**src/rtl/fetch_unit.sv**
```systemverilog
// Instruction-fetch stage: owns the PC, registers IF/ID and resolves J locally with no bubble.
// Optional self-jump halt detection is enabled by defining FETCH_HALT_DETECT_EN.
module fetch_unit #(
    parameter int                 ADDR_W      = 8,
    parameter int                 DATA_W      = 32,
    parameter logic [ADDR_W-1:0]  RESET_PC    = '0,
    parameter logic [5:0]         JUMP_OPCODE = 6'b000010
) (
    input  logic              clk,
    input  logic              rst,
    output logic [ADDR_W-1:0] imem_addr,
    input  logic [DATA_W-1:0] imem_data,
    input  logic              stall,
    input  logic              redirect_valid,
    input  logic [ADDR_W-1:0] redirect_target,
    output logic [DATA_W-1:0] ifid_instr,
    output logic [ADDR_W-1:0] ifid_pc,
    output logic              ifid_valid,
    output logic [15:0]       fetch_count,
    output logic              halted
);

    typedef enum logic [1:0] {
        BOOT = 2'd0,
        RUN  = 2'd1,
        HALT = 2'd2
    } state_t;

    localparam logic [ADDR_W-1:0] PC_ONE = {{(ADDR_W-1){1'b0}}, 1'b1};

    state_t            state_q, state_d;
    logic [ADDR_W-1:0] pc_q, pc_d;
    logic [DATA_W-1:0] ifid_instr_q, ifid_instr_d;
    logic [ADDR_W-1:0] ifid_pc_q, ifid_pc_d;
    logic              ifid_valid_q, ifid_valid_d;
    logic [15:0]       fetch_count_q, fetch_count_d;

    logic              is_jump;
    logic [ADDR_W-1:0] jump_target;

    assign is_jump     = (imem_data[DATA_W-1 -: 6] == JUMP_OPCODE);
    assign jump_target = imem_data[ADDR_W-1:0];

`ifdef FETCH_HALT_DETECT_EN
    logic halted_q, halted_d;
`endif

    always_comb begin
        state_d       = state_q;
        pc_d          = pc_q;
        ifid_instr_d  = ifid_instr_q;
        ifid_pc_d     = ifid_pc_q;
        ifid_valid_d  = ifid_valid_q;
        fetch_count_d = fetch_count_q;
`ifdef FETCH_HALT_DETECT_EN
        halted_d      = halted_q;
`endif
        case (state_q)
            // Memory may still be settling from the reset edge, so nothing is fetched here.
            BOOT: begin
                state_d      = RUN;
                ifid_valid_d = 1'b0;
                if (redirect_valid) begin
                    pc_d = redirect_target;
                end
            end
            RUN: begin
                if (redirect_valid) begin
                    pc_d         = redirect_target;
                    ifid_valid_d = 1'b0;
                    ifid_instr_d = '0;
                end else if (!stall) begin
                    ifid_instr_d  = imem_data;
                    ifid_pc_d     = pc_q;
                    ifid_valid_d  = 1'b1;
                    fetch_count_d = (fetch_count_q == 16'hFFFF) ? fetch_count_q
                                                                 : fetch_count_q + 16'd1;
                    if (is_jump) begin
                        pc_d = jump_target;
`ifdef FETCH_HALT_DETECT_EN
                        if (jump_target == pc_q) begin
                            state_d  = HALT;
                            halted_d = 1'b1;
                        end
`endif
                    end else begin
                        pc_d = pc_q + PC_ONE;
                    end
                end
            end
`ifdef FETCH_HALT_DETECT_EN
            // Stall is deliberately ignored; only a redirect or reset leaves HALT.
            HALT: begin
                ifid_valid_d = 1'b0;
                if (redirect_valid) begin
                    pc_d         = redirect_target;
                    ifid_instr_d = '0;
                    halted_d     = 1'b0;
                    state_d      = RUN;
                end
            end
`endif
            default: begin
                state_d = BOOT;
            end
        endcase
    end

    always_ff @(posedge clk) begin
        if (rst) begin
            state_q       <= BOOT;
            pc_q          <= RESET_PC;
            ifid_instr_q  <= '0;
            ifid_pc_q     <= '0;
            ifid_valid_q  <= 1'b0;
            fetch_count_q <= 16'd0;
        end else begin
            state_q       <= state_d;
            pc_q          <= pc_d;
            ifid_instr_q  <= ifid_instr_d;
            ifid_pc_q     <= ifid_pc_d;
            ifid_valid_q  <= ifid_valid_d;
            fetch_count_q <= fetch_count_d;
        end
    end

`ifdef FETCH_HALT_DETECT_EN
    always_ff @(posedge clk) begin
        if (rst) begin
            halted_q <= 1'b0;
        end else begin
            halted_q <= halted_d;
        end
    end

    assign halted = halted_q;
`else
    assign halted = 1'b0;
`endif

    assign imem_addr   = pc_q;
    assign ifid_instr  = ifid_instr_q;
    assign ifid_pc     = ifid_pc_q;
    assign ifid_valid  = ifid_valid_q;
    assign fetch_count = fetch_count_q;

endmodule
```
**config.mk**
```make
export PLATFORM = sky130hd
export DESIGN_NAME = fetch_unit
export DESIGN_NICKNAME = d
export VERILOG_FILES = /design/src/rtl/fetch_unit.sv
export SDC_FILE = /design/constraint.sdc
export NUM_CORES = 1
export LEC_CHECK = 0
export BUFFER_PORTS_ARGS = -buffer_cell sky130_fd_sc_hd__buf_2
export CAP_MARGIN = 20
export CORE_ASPECT_RATIO = 0.9
export CORE_MARGIN = 5
export CORE_UTILIZATION = 50
export DETAILED_ROUTE_END_ITERATION = 8
export PLACE_DENSITY = 0.81
export SYNTH_ARGS = -nofsm -noshare
export SYNTH_HDL_FRONTEND = slang
export SYNTH_SLANG_ARGS = --single-unit
```
**constraint.sdc**
```tcl
create_clock -name clk -period 5.41 [get_ports clk]
set_input_delay 0.541 -clock clk [delete_from_list [all_inputs] [get_ports clk]]
set_output_delay 0.541 -clock clk [all_outputs]
set_load 0.01 [all_outputs]
```
==> results.toml <==
[outcome]
outcome = "finished clean"

[timing]
rsz0062_at_grt = "false"
slew_violations = 0
period_share_pct = 34.49
setup_violations = 0
setup_tns_ns = 0
fmax_mhz = 535.9
period_needed_ns = 1.866
tightestPinTransition_ns = 0.5844
fin_worst_skew_ns = 0.007787
max_slew_margin_pct = 60.68
finalHoldViolCount = 0

[grt]
track_usage_pct = 20.83
grt-ovfl-total = 0
grt_max_degree = 51
grt_pass1_vias = 2724
grtUsageMet2_pct = 34.50
grt_pass1_wl_um = 12620
grt.busiest_layer = "met2"
use_met3_pct = 4.853
grt_use_met1_pct = 25.48
antenna_found_initial = 0

[routing]
drt_iter0_markers = 192
wl_um = 7700
drc = 0
ant_nets = 0
routedWlPerCell_um = 15.31
post_drt_via_cell_ratio = 5.628
firstDrtPassIters = 5
num_vias = 2831

[clock_tree]
cts.clk_slew.worst_paths_ns = 0.07
clkSinkCount = 66
ctsHoldBuffers = 0
cts_tree = "built"
cts_root_buf = "clkbuf_8"
cts_setup_buffers = 0
insertion_delay_ns = 0.34
cts_max_path_buffers = 2
cts_resized = 0
cts_buffers = 9
htreeDepth = 3

[pwr]
total_power_uw = 995.7
powerDensity_mw_per_mm2 = 275.0
ir_drop_mv = 0.1706
p_leak_uw = 0.001616

[setup_path]
ff2ff_path_depth = 5
r2r_start = "fetch_count[0]$_SDFFE_PP0P_"
cp_cell_sequence = "ha_1 > nand2_1 > and4bb_2 > a211oi_1 > mux2_2"
setup.worst_path.start_class = "register"
cp_slowest_cell = "mux2_2"
cp_slowest_stage_delay_ns = 0.37
arrival_ns = 2.10
critical_path_buf_inv_count = 0
cp-end-kind = "register"
path_max_fanout = 10
path_class = "register to register"
path_delay_family = "simple AND/OR/NAND/NOR gates"
cp-startpoint = "fetch_count[0]$_SDFFE_PP0P_"
reg2reg_to = "fetch_count[7]$_SDFFE_PP0P_"
required_ns = 5.64
rrSetupSlack_ns = 3.54

[synth]
syn_nets = 375
synth_top_flop_cell = "dfxtp_1"
ys_top_cells_by_area = "dfxtp_1 (46%), a22oi_1 (8.6%), nor2_1 (6.7%)"
yosys_register_bits = 66
syn_area_mm2 = 0.002878
yosysMostFrequentCell = "dfxtp_1"
synthArstFlopShare_pct = 0
synth_common_cells = "dfxtp_1 (66), nor2_1 (51), a22oi_1 (33)"
avgSynthCellArea_um2 = 8.747
postSynthCellCount = 329
synth-edff-count = 0
synth_cell_type_count = 46
synth-seq-area-share_pct = 45.91
yosys_warnings = 0
synth_top_area_share_pct = 45.91
yosysTopAreaCell = "dfxtp_1"

[placement]
hpwl_um = 5510
numPortBuffers = 108
placed_cells = 487
gp_congestion = 0.8841

[layout]
syn_to_final_growth_pct = 25.83
antenna_cells = 0
fillers = 495
postLayoutCoreUtil_pct = 64.34
final_nets = 474
drive_gt1_share_pct = 33.03
finalNonFillerCells = 503

[hold_path]
hold_path_class = "input pin to register"
min_from = "imem_data[22]"
whs_path_depth = 3
whs_endpoint = "ifid_instr[22]$_SDFFE_PP0P_"

[flow_run]
cap_violations = 0

[floorplanning]
die_w_um = 89.97
core_mm2 = 0.005628
num_rows = 26
start_util_pct = 51.13
die_area_mm2 = 0.007375
ioPinCount = 110
die_h_um = 81.97
## worst max-delay path by stage
stage                                              to  slack, ns  cells past startpoint
after global placement      imem_addr[7]$_SDFFE_PP0P_       3.30                      5
after detailed placement    imem_addr[5]$_SDFFE_PP0P_       3.27                      5
final                     fetch_count[7]$_SDFFE_PP0P_       3.54                      5
after CTS                 fetch_count[7]$_SDFFE_PP0P_       3.55                      5
after floorplan             imem_addr[7]$_SDFFE_PP0P_       3.58                      5
after global routing      fetch_count[7]$_SDFFE_PP0P_       3.47                      5
## through the flow
stage | instance area (µm²) | hold WS [ns] | worst slack [ns]
4_1_cts | 3621 | 0.4454 | 3.552
6_report | 3621 | 0.4483 | 3.544
2_1_floorplan | 2878 | 0.4805 | 3.577
3_3_place_gp | 3438 | 0.4415 | 3.301
3_5_place_dp | 3438 | 0.4444 | 3.265
5_1_grt | 3621 | 0.4631 | 3.467
## sequential cells by signal, summed over array words and instances, names as in the netlist
register,cells
fetch_count,16
ifid_instr,32
ifid_pc,8
ifid_valid,1
imem_addr,8
state_q,1
## routing by layer
| metal | routed length (µm) | vias to the layer above |
|---|---|---|
| li1 | - | 1386 |
| met1 | 3387 | 1327 |
| met2 | 3579 | 99 |
| met3 | 535 | 19 |
| met4 | 197 | 0 |
| met5 | 0 | - |
## report_power, final
group	total [µW]	internal, µW	switching (µW)
combinational	98.4	41.3	57.1
sequential	513	499	13.5
clock	385	203	182
## kinds of logic after synthesis
family          count (synthesis)  synth area share (%)
other cells                     1                0.1303
compound gates                 91                 22.26
simple gates                  124                 21.22
buf+inv                        31                 4.478
flops                          66                 45.91
fa+ha+maj                       2                0.8694
mux                            11                 4.218
xor+xnor                        3                0.9132
## layout by cell type, fill, tap and decap left out, types with 2 or more instances in the layout
cell	count
buf_2	108
dfxtp_1	66
nor2_1	51
a22oi_1	33
nand2_1	24
a21oi_1	23
clkbuf_8	12
nor2b_1	11
mux2_2	9
inv_1	8
a211oi_1	8
o21ai_0	6
nand3_1	6
nor3_1	6
nand4_1	6
o21a_1	4
or3_1	4
or2_2	3
o311ai_0	3
o311ai_1	3
nor4_1	3
buf_4	3
and3_1	2
o41ai_1	2
mux2i_1	2
xnor2_1	2
o31a_1	2
ha_1	2
clkbuf_1	2
clkinv_2	2
## layout make-up
cell class	instances	area [µm²]	area share, %
Clock buffer	14	172.7	4.769
Inverter	8	30.03	0.8293
Tap cell	70	87.58	2.419
Clock inverter	2	10.01	0.2764
Sequential cell	66	1321	36.49
Multi-Input combinational cell	232	1436	39.67
Timing Repair Buffer	111	563.0	15.55
## tightest hold or removal path, cell delays in order
cell	delay, ns
buf_2	0.08
a22oi_1	0.06
nor2_1	0.07
Power figures use the tool's default switching activity.
